File: src/rtl/alu_sequencer_pkg.sv
// Shared opcode and FSM state definitions for the ALU sequencer and its divider.
package alu_sequencer_pkg;

  localparam int unsigned OP_W = 4;

  typedef enum logic [OP_W-1:0] {
    OP_NOP  = 4'd0,
    OP_ADD  = 4'd1,
    OP_SUB  = 4'd2,
    OP_MUL  = 4'd3,
    OP_DIV  = 4'd4,
    OP_MOD  = 4'd5,
    OP_AND  = 4'd6,
    OP_OR   = 4'd7,
    OP_XOR  = 4'd8,
    OP_NOT  = 4'd9,
    OP_NAND = 4'd10,
    OP_NOR  = 4'd11,
    OP_XNOR = 4'd12,
    OP_SHL  = 4'd13,
    OP_SHR  = 4'd14,
    OP_CLR  = 4'd15
  } op_t;

  typedef enum logic [1:0] {
    S_IDLE,
    S_EXEC,
    S_DIVIDE,
    S_DONE
  } state_t;

  function automatic logic is_div_op(input op_t op);
    return (op == OP_DIV) || (op == OP_MOD);
  endfunction

endpackage

File: src/rtl/alu_div_iter.sv
// Restoring divider: the start edge computes the first quotient bit, then one
// bit per cycle; done rises after the WIDTH-th bit and holds until the next start.
module alu_div_iter #(
  parameter int unsigned WIDTH = 16
) (
  input  logic             clk,
  input  logic             rst,
  input  logic             start,
  input  logic [WIDTH-1:0] dividend,
  input  logic [WIDTH-1:0] divisor,
  output logic [WIDTH-1:0] quotient,
  output logic [WIDTH-1:0] remainder,
  output logic             done
);

  localparam int unsigned CW = $clog2(WIDTH + 1);

  typedef struct packed {
    logic [WIDTH-1:0] rem;
    logic [WIDTH-1:0] quo;
  } step_t;

  logic [WIDTH-1:0] rem_q, quo_q, div_q;
  logic [CW-1:0]    cnt;
  logic             running;
  step_t            first_step, next_step;

  // quo holds the unconsumed dividend bits on top and new quotient bits below
  function automatic step_t step(input logic [WIDTH-1:0] rem,
                                 input logic [WIDTH-1:0] quo,
                                 input logic [WIDTH-1:0] d);
    logic [WIDTH:0] sh;
    step_t          r;
    sh    = {rem, quo[WIDTH-1]};
    r.quo = {quo[WIDTH-2:0], 1'b0};
    r.rem = sh[WIDTH-1:0];
    if (sh >= {1'b0, d}) begin
      r.rem    = sh[WIDTH-1:0] - d;
      r.quo[0] = 1'b1;
    end
    return r;
  endfunction

  assign first_step = step('0, dividend, divisor);
  assign next_step  = step(rem_q, quo_q, div_q);

  always_ff @(posedge clk) begin
    if (rst) begin
      rem_q   <= '0;
      quo_q   <= '0;
      div_q   <= '0;
      cnt     <= '0;
      running <= 1'b0;
      done    <= 1'b0;
    end else if (start) begin
      rem_q   <= first_step.rem;
      quo_q   <= first_step.quo;
      div_q   <= divisor;
      cnt     <= CW'(1);
      running <= 1'b1;
      done    <= 1'b0;
    end else if (running) begin
      rem_q <= next_step.rem;
      quo_q <= next_step.quo;
      cnt   <= cnt + CW'(1);
      if (cnt == CW'(WIDTH - 1)) begin
        running <= 1'b0;
        done    <= 1'b1;
      end
    end
  end

  assign quotient  = quo_q;
  assign remainder = rem_q;

endmodule

File: src/rtl/alu_sequencer.sv
// Multi-cycle ALU controller with valid/ready command/result handshakes and accumulator.
// Optional ALU_SEQ_STATS_EN adds saturating completion/error counters (stat_ops, stat_errs).
module alu_sequencer
  import alu_sequencer_pkg::*;
#(
  parameter int unsigned WIDTH = 16,
  parameter int unsigned SHW   = 4
) (
  input  logic               clk,
  input  logic               rst,
  input  logic               cmd_valid,
  output logic               cmd_ready,
  input  logic [OP_W-1:0]    cmd_op,
  input  logic [WIDTH-1:0]   cmd_a,
  input  logic [WIDTH-1:0]   cmd_b,
  input  logic               cmd_use_acc,
  output logic               res_valid,
  input  logic               res_ready,
  output logic [2*WIDTH-1:0] res_data,
  output logic               err_ovf,
  output logic               err_dz,
  output logic [2*WIDTH-1:0] acc,
`ifdef ALU_SEQ_STATS_EN
  output logic [15:0]        stat_ops,
  output logic [15:0]        stat_errs,
`endif
  output logic               busy
);

  state_t             state, state_nxt;
  op_t                op_q, op_in;
  logic [WIDTH-1:0]   a_q, b_q, a_in, sum;
  logic [WIDTH-1:0]   quotient, remainder;
  logic [2*WIDTH-1:0] exec_res, div_res;
  logic               exec_ovf, exec_dz, exec_acc_we;
  logic               div_go, div_done, complete;

  assign op_in     = op_t'(cmd_op);
  assign a_in      = cmd_use_acc ? acc[WIDTH-1:0] : cmd_a;
  assign div_go    = (state == S_IDLE) && cmd_valid && is_div_op(op_in) && (cmd_b != '0);
  assign cmd_ready = (state == S_IDLE);
  assign busy      = (state != S_IDLE);
  assign complete  = (state == S_DONE) && res_valid && res_ready;

  alu_div_iter #(.WIDTH(WIDTH)) u_div (
    .clk       (clk),
    .rst       (rst),
    .start     (div_go),
    .dividend  (a_in),
    .divisor   (cmd_b),
    .quotient  (quotient),
    .remainder (remainder),
    .done      (div_done)
  );

  assign div_res = (op_q == OP_MOD) ? {{WIDTH{1'b0}}, remainder} : {{WIDTH{1'b0}}, quotient};

  always_comb begin
    sum         = '0;
    exec_res    = '0;
    exec_ovf    = 1'b0;
    exec_dz     = 1'b0;
    exec_acc_we = 1'b1;
    case (op_q)
      OP_NOP: begin
        exec_res    = acc;
        exec_acc_we = 1'b0;
      end
      OP_ADD: begin
        sum      = a_q + b_q;
        exec_res = {{WIDTH{sum[WIDTH-1]}}, sum};
        exec_ovf = (a_q[WIDTH-1] == b_q[WIDTH-1]) && (sum[WIDTH-1] != a_q[WIDTH-1]);
      end
      OP_SUB: begin
        sum      = a_q - b_q;
        exec_res = {{WIDTH{sum[WIDTH-1]}}, sum};
        exec_ovf = (a_q[WIDTH-1] != b_q[WIDTH-1]) && (sum[WIDTH-1] != a_q[WIDTH-1]);
      end
      OP_MUL:  exec_res = {{WIDTH{1'b0}}, a_q} * {{WIDTH{1'b0}}, b_q};
      // divide ops only reach EXEC with a zero divisor
      OP_DIV, OP_MOD: begin
        exec_dz     = 1'b1;
        exec_acc_we = 1'b0;
      end
      OP_AND:  exec_res = {{WIDTH{1'b0}}, a_q & b_q};
      OP_OR:   exec_res = {{WIDTH{1'b0}}, a_q | b_q};
      OP_XOR:  exec_res = {{WIDTH{1'b0}}, a_q ^ b_q};
      OP_NOT:  exec_res = {{WIDTH{1'b0}}, ~a_q};
      OP_NAND: exec_res = {{WIDTH{1'b0}}, ~(a_q & b_q)};
      OP_NOR:  exec_res = {{WIDTH{1'b0}}, ~(a_q | b_q)};
      OP_XNOR: exec_res = {{WIDTH{1'b0}}, ~(a_q ^ b_q)};
      OP_SHL:  exec_res = {{WIDTH{1'b0}}, a_q} << b_q[SHW-1:0];
      OP_SHR:  exec_res = {{WIDTH{1'b0}}, a_q >> b_q[SHW-1:0]};
      OP_CLR:  exec_res = '0;
      default: exec_res = '0;
    endcase
  end

  always_comb begin
    state_nxt = state;
    case (state)
      S_IDLE:   if (cmd_valid) state_nxt = div_go ? S_DIVIDE : S_EXEC;
      S_EXEC:   state_nxt = S_DONE;
      S_DIVIDE: if (div_done) state_nxt = S_DONE;
      S_DONE:   if (res_valid && res_ready) state_nxt = S_IDLE;
      default:  state_nxt = S_IDLE;
    endcase
  end

  always_ff @(posedge clk) begin
    if (rst) state <= S_IDLE;
    else     state <= state_nxt;
  end

  // res_valid is registered, so it rises one cycle after DONE is entered
  always_ff @(posedge clk) begin
    if (rst) begin
      op_q      <= OP_NOP;
      a_q       <= '0;
      b_q       <= '0;
      res_data  <= '0;
      err_ovf   <= 1'b0;
      err_dz    <= 1'b0;
      acc       <= '0;
      res_valid <= 1'b0;
    end else begin
      case (state)
        S_IDLE: if (cmd_valid) begin
          op_q    <= op_in;
          a_q     <= a_in;
          b_q     <= cmd_b;
          err_ovf <= 1'b0;
          err_dz  <= 1'b0;
        end
        S_EXEC: begin
          res_data <= exec_res;
          err_ovf  <= exec_ovf;
          err_dz   <= exec_dz;
          if (exec_acc_we) acc <= exec_res;
        end
        S_DIVIDE: if (div_done) begin
          res_data <= div_res;
          acc      <= div_res;
        end
        S_DONE:  res_valid <= !(res_valid && res_ready);
        default: res_valid <= 1'b0;
      endcase
    end
  end

`ifdef ALU_SEQ_STATS_EN
  always_ff @(posedge clk) begin
    if (rst || (state == S_EXEC && op_q == OP_CLR)) begin
      stat_ops  <= '0;
      stat_errs <= '0;
    end else if (complete) begin
      if (stat_ops != '1) stat_ops <= stat_ops + 16'd1;
      if ((err_ovf || err_dz) && stat_errs != '1) stat_errs <= stat_errs + 16'd1;
    end
  end
`endif

endmodule

File: config.mk
export PLATFORM = sky130hd
export DESIGN_NAME = alu_sequencer
export DESIGN_NICKNAME = d
export VERILOG_FILES = /design/src/rtl/alu_sequencer_pkg.sv /design/src/rtl/alu_div_iter.sv /design/src/rtl/alu_sequencer.sv
export SDC_FILE = /design/constraint.sdc
export NUM_CORES = 1
export LEC_CHECK = 0
export CORE_MARGIN = 5
export CORE_UTILIZATION = 35
export CTS_BUF_LIST = sky130_fd_sc_hd__clkbuf_8
export DETAILED_ROUTE_END_ITERATION = 8
export SLEW_MARGIN = 30
export SYNTH_ARGS = -nofsm -noshare
export SYNTH_HDL_FRONTEND = slang
export SYNTH_SLANG_ARGS = --single-unit
File: constraint.sdc
create_clock -name clk -period 12.3 [get_ports clk]
set_input_delay 1.845 -clock clk [delete_from_list [all_inputs] [get_ports clk]]
set_output_delay 1.845 -clock clk [all_outputs]
set_load 0.02 [all_outputs]
==> results of run 1 <==
-- per-stage QoR --
stage	cells	setup WS [ns]	hold slack (ns)	utilization, %
6_report	3421	4.422	0.4651	39.10
5_1_grt	3420	4.271	0.4816	39.09
4_1_cts	3420	4.734	0.4669	39.08
3_5_place_dp	3388	4.769	0.4485	38.44
3_3_place_gp	3387	4.706	0.4444	38.40
2_1_floorplan	2617	5.485	0.4363	-
-- per-layer routing --
metal	global-route usage, %	vias to the layer above	wire, um
met5	0	-	13
met4	10.16	2	3865
met3	7.512	205	8993
met2	41.19	1009	38290
met1	36.56	9947	37690
li1	-	8981	-
-- path summary, 6_finish.rpt --
path	start	cells after the start	slack (ns)	end
worst max register to register	a_q[7]	20	4.42	acc[20]
worst min register to register	u_div.div_q[9]	2	0.47	u_div.div_q[9]
worst max-delay path	a_q[7]	20	4.42	acc[20]
worst min-delay path	u_div.div_q[9]	2	0.47	u_div.div_q[9]
-- power by group through the flow --
stage / Combinational (mW) / Clock [mW] / Sequential (mW)
2_1_floorplan: 1.67 / 0 / 0.782
3_3_place_gp: 2.69 / 0 / 0.772
3_5_place_dp: 2.69 / 0 / 0.773
4_1_cts: 2.71 / 0.413 / 0.763
5_1_grt: 2.98 / 0.430 / 0.776
6_report: 2.78 / 0.408 / 0.769
-- cells by family after synthesis --
kind of cell    after synthesis  share of synthesized area [%]
compound gates              646                          20.95
xor+xnor                     49                          2.059
fa+ha+maj                   373                          29.48
buf+inv                     495                          9.297
flops                       160                          15.36
mux                         109                          5.954
simple gates                785                          16.89
-- final cells by class --
type                       count  area share [%]
multi-input combinational   1962           68.37
sequential                   160           13.92
timing repair buffer         164           6.501
inverter                     329           5.352
tap                          773           4.192
clock buffer                  19           1.133
clock inverter                13          0.5151
antenna                        1         0.01084
-- synth_stat cells, types with 14 or more instances --
library cell / count / area share, %
inv_1: 320 / 5.8
nand2_1: 307 / 5.5
nor2_1: 249 / 4.5
fa_1: 197 / 19
ha_1: 176 / 11
a21oi_1: 174 / 4.2
dfxtp_1: 160 / 15
clkbuf_1: 107 / 1.9
o21ai_0: 94 / 2.3
a211oi_1: 74 / 2.7
mux2i_1: 70 / 3.4
nand3_1: 42 / 1.0
nor3_1: 41 / 0.98
buf_2: 34 / 0.82
nor2b_1: 33 / 0.99
o21ai_1: 32 / 0.77
a22oi_1: 28 / 1.0
mux2_2: 28 / 1.5
xnor2_1: 26 / 1.1
xor2_1: 23 / 0.97
nand2b_1: 22 / 0.66
a31oi_1: 20 / 0.60
buf_1: 19 / 0.34
o21a_1: 17 / 0.61
o211ai_1: 16 / 0.58
a21o_1: 14 / 0.50
-- sequential cells by signal, summed over array words and instances (netlist names) --
name / count
u_div.cnt: 5
acc: 32
err_dz: 1
op_q: 4
err_ovf: 1
u_div.remainder: 16
state: 2
res_data: 32
b_q: 16
u_div.running: 1
a_q: 16
res_valid: 1
u_div.done: 1
u_div.quotient: 16
u_div.div_q: 16
-- worst max-delay path, cell delays in order, from the launching register on --
cell      delay [ns]
dfxtp_1         1.01
inv_1           0.41
nor2_1          0.24
fa_1            0.41
inv_1           0.08
fa_1            0.46
fa_1            0.51
fa_1            0.55
inv_1           0.05
fa_1            0.47
inv_1           0.05
fa_1            0.49
inv_1           0.06
ha_1            0.36
a21oi_1         0.41
o221ai_1        0.23
nor2b_1         0.18
a21oi_1         0.48
a31oi_1         0.24
a311oi_1        0.89
o21ai_1         0.13
==> flow_summary.toml, run 1 <==
[cts]
ctsHoldBuffers = 0
cts-root-buf = "clkbuf_8"
post-cts-setup-buffer-count = 0
cts_sinks = 160
clk_latency_ns = 0.53
cts_tree = "yes"
cts_buffers = 17
h-tree-depth = 4
clk_path_buf_depth = 2
postCtsResizedCells = 0
cts.clk_slew.worst_paths_ns = 0.11

[grt]
grt_pass1_wl_um = 131900
grt_remaining_overflow = 0
track_usage_pct = 27.00
antenna_found_initial = 1
grt_pass1_vias = 20300
grt_start_max_net_pins = 75

[route]
vias = 20140
ant_nets = 0
drt_iter0_markers = 2174
drc = 0
wl_um = 88850
vias_per_cell = 5.888
firstDrtPassIters = 6
routedWlPerCell_um = 25.97

[sta]
fin_crit_ns = 7.879
slew_headroom_pct = 28.22
hold_viol = 0
setup_tns_ns = 0
slew_violations = 0
finalSetupViolCount = 0
rsz0062_at_grt = "no"
clock_skew_ns = 0.02418
worst_pin_slew_ns = 1.060
fin_crit_sh_pct = 64.05
fmax_mhz = 126.9

[final_layout]
areaGrowthSynthToFinish_pct = 10.68
ff_latch_area_mm2 = 0.003213
multi_input_area_mm2 = 0.01578
drive_gt1_share_pct = 6.649
stdcell_area_mm2 = 0.02307
layout_common_cells = "320 x inv_1, 307 x nand2_1, 248 x nor2_1, 197 x fa_1, 176 x ha_1"
nFillCells = 6165
nets = 3048
layout_commonest_cell = "inv_1"

[yosys]
ys_ff_latch = 160
asyncSetResetFlopFracSynth_pct = 0
syn_nets = 3031
seq_area_frac_synth_pct = 15.36
syn_area_per_cell_um2 = 7.966
synth_warnings = 0
synth_ff_type = "dfxtp_1"
synth.distinct_cells = 100
synthCells = 2617
synth_edf_count = 0
synth_area_mm2 = 0.02085

[floorplan]
row_count = 89
dieArea_mm2 = 0.06454
core_area_mm2 = 0.05902
ios = 110
die_w_um = 254.1
start_util_pct = 35.32
dieHeight_um = 254.1

[placement]
hpwl_um = 69400
place_area_mm2 = 0.02268
io_buffers = 109
place_congestion = 0.9814

[power_and_ir_drop]
p_comb_share_pct = 70.3
swShare_pct = 56.16
power_mw = 3.954
switchingPower_mw = 2.220
clockPowerShare_pct = 10.3
pwr-share-seq_pct = 19.4
ir_drop_uv = 125.3
p_leak_nw = 9.639
p_int_mw = 1.733
p_per_area_mw_per_mm2 = 171.3

[hold_path]
hold_path_class = "reg -> reg"

[worst_setup_path]
cp-start-kind = "flip-flop"
cp.required_ns = 12.68
cp_max_fo = 18
critical_path_class = "reg -> reg"
endpoint_kind = "flip-flop"
arrival_ns = 8.26

[job]
maxCapViolations = 0

[run_status]
status = "finished clean"
No activity file was read; power rests on OpenSTA's default activity.
==> run 2: changes to the inputs <==
==> constraint.sdc (replaced) <==
create_clock -name clk -period 7.5 [get_ports clk]
set_input_delay 1.125 -clock clk [delete_from_list [all_inputs] [get_ports clk]]
set_output_delay 1.125 -clock clk [all_outputs]
set_load 0.02 [all_outputs]
==> run 2 against run 1 <==
Compared with the run above:
- largest power group unchanged
- combinational power up 64%
- first-iteration DRC count rose by 3.3%
- maximum frequency rose by 9.3%
- clock power increased by 83%
- critical path depth rose by 2
- clock skew increased by 0.0098 ns
- sequential power rose by 66%
- global-route usage grew 0.45 points
- non-clock buffer count grew 27
- register-to-register slack worse by 4.1 ns
==> flow_summary.toml, run 2 (same netlist as run 1, synthesis figures left out) <==
[grt]
antenna_found_initial = 0
grt_start_max_net_pins = 58
grt_pass1_vias = 20280
track_usage_pct = 27.45
grt_remaining_overflow = 0
grt_pass1_wl_um = 133400

[final_layout]
areaGrowthSynthToFinish_pct = 11.93
nFillCells = 6128
nets = 3075
top_regs = "acc (32), res_data (32)"
drive_gt1_share_pct = 7.629
layout_commonest_cell = "inv_1"
layout_common_cells = "320 x inv_1, 307 x nand2_1, 248 x nor2_1, 197 x fa_1, 176 x ha_1"
num_antenna_cells = 0
final_cells = 3447

[worst_setup_path]
critical-path-max-stage-delay_ns = 0.80
cp-start-kind = "flip-flop"
critical_path_class = "reg -> reg"
timing.rr.start = "a_q[7]"
path_cells = "ha_1, inv_1, fa_1, inv_1, fa_1, inv_1, fa_1, inv_1, fa_1, fa_1, inv_1, fa_1, inv_1, ha_1, nand4_1, o221ai_1, nor2b_1, a21oi_1, a31oi_1, o221ai_1, a311oi_2, o21ai_1"
arrival_ns = 7.59
slowest_stage = "dfxtp_1"
cp.required_ns = 7.89
ff2ff_path_depth = 22
endpoint_kind = "flip-flop"
cp_max_fo = 12
r2r_end = "res_data[20]"
r2r_slack_ns = 0.29

[floorplan]
start_util_pct = 35.32
ios = 110
die_w_um = 254.1
dieHeight_um = 254.1
dieArea_mm2 = 0.06454
row_count = 89
core_area_mm2 = 0.05902

[cts]
cts_tree = "yes"
clk_path_buf_depth = 2
post-cts-setup-buffer-count = 0
cts_sinks = 160
cts_buffers = 17
cts.clk_slew.worst_paths_ns = 0.11
clk_latency_ns = 0.52
h-tree-depth = 4
ctsHoldBuffers = 0
cts-root-buf = "clkbuf_8"

[placement]
pre_cts_slack_ns = 0.2661
hpwl_um = 72320
place_congestion = 1.002
place_inst = 3415
io_buffers = 109

[power_and_ir_drop]
p_per_area_mw_per_mm2 = 282.1
ir_drop_uv = 216.6
p_leak_nw = 9.794
power_mw = 6.582

[sta]
hold_viol = 0
fin_crit_sh_pct = 96.10
worst_pin_slew_ns = 1.049
finalSetupViolCount = 0
clock_skew_ns = 0.03401
slew_violations = 0
slew_headroom_pct = 28.93
fin_crit_ns = 7.207
setup_tns_ns = 0
worst_slack_ns = 0.2927
rsz0062_at_grt = "no"
fmax_mhz = 138.7

[route]
ant_nets = 0
drc = 0
drt_iter0_markers = 2245
vias_per_cell = 5.952
routedWlPerCell_um = 26.21
vias = 20520
wl_um = 90360
firstDrtPassIters = 8

[hold_path]
min_from = "res_data[26]"
whs_path_depth = 2
hold_path_class = "reg -> reg"
hold_end = "res_data[26]"

[job]
maxCapViolations = 0

[run_status]
status = "finished clean"
-- run 2: changes by cell type in the layout (fill, tap and decap cells not counted), sizes merged --
cell	previous run	this run
clkbuf	19	18
diode	1	0
clkinv	11	10
buf	57	84
clkinvlp	2	1
inv	329	330
bufinv	0	2
-- run 2: layout make-up --
type                       count  area [um^2]  area share [%]
clock buffer                  18        247.7           1.062
tap                          773        967.2           4.145
timing repair buffer         191         1703           7.298
inverter                     329         1235           5.292
multi-input combinational   1962        15780           67.64
clock inverter                14        186.4          0.7989
sequential                   160         3212           13.76
-- run 2: worst max path at each step --
stage / startpoint / endpoint
global placement: a_q[7] / res_data[20]
finish: a_q[7] / res_data[20]
detailed placement: a_q[7] / res_data[20]
global route: a_q[7] / res_data[20]
floorplan: b_q[2] / res_data[28]
CTS: a_q[7] / res_data[20]
-- run 2: stage by stage --
step                      utilization (%)  area, um^2  hold WS, ns
after floorplan                         -       20850       0.4363
after global placement              38.75       22870       0.4426
after detailed placement            38.79       22890       0.4534
after CTS                           39.52       23320       0.4702
after global routing                39.54       23330       0.4886
final                               39.54       23330       0.4705
-- run 2: layer usage --
layer  track usage, %  share of wire, %  vias to the layer above
li1                 -                 -                     9044
met1            38.04                43                    10230
met2            43.57                45                     1072
met3            4.749               8.4                      171
met4            9.190               4.0                        0
met5                0                 0                        -
-- run 2: power by group --
| part | leakage [nW] | internal, mW | switching (mW) |
|---|---|---|---|
| Clock | 0.217 | 0.323 | 0.422 |
| Sequential | 1.31 | 1.02 | 0.261 |
| Combinational | 8.27 | 1.59 | 2.96 |
-- run 2: worst max-delay path: cells and delay by family, from the launching register on --
kind | cells | cell delay, ns
and+or+nand+nor | 2 | 0.41
buffers and inverters | 6 | 0.52
adders and majority gates | 8 | 3.75
DFF | 1 | 0.80
AOI/OAI and AO/OA | 6 | 1.58
-- run 2: repair_timing --
action                                  in CTS  in global routing
hold endpoints to repair                     0                  0
gates resized for setup                      0                  1
endpoints found under the setup margin       0                  2
==> run 3: changes to the inputs <==
--- a/config.mk
+++ b/config.mk
@@ -9,6 +9,7 @@
 export CORE_UTILIZATION = 35
 export CTS_BUF_LIST = sky130_fd_sc_hd__clkbuf_8
 export DETAILED_ROUTE_END_ITERATION = 8
+export GPL_TIMING_DRIVEN = 1
 export SLEW_MARGIN = 30
 export SYNTH_ARGS = -nofsm -noshare
 export SYNTH_HDL_FRONTEND = slang
==> results of run 3 <==
The final DEF is identical to that of run 2; final timing and power are the same.
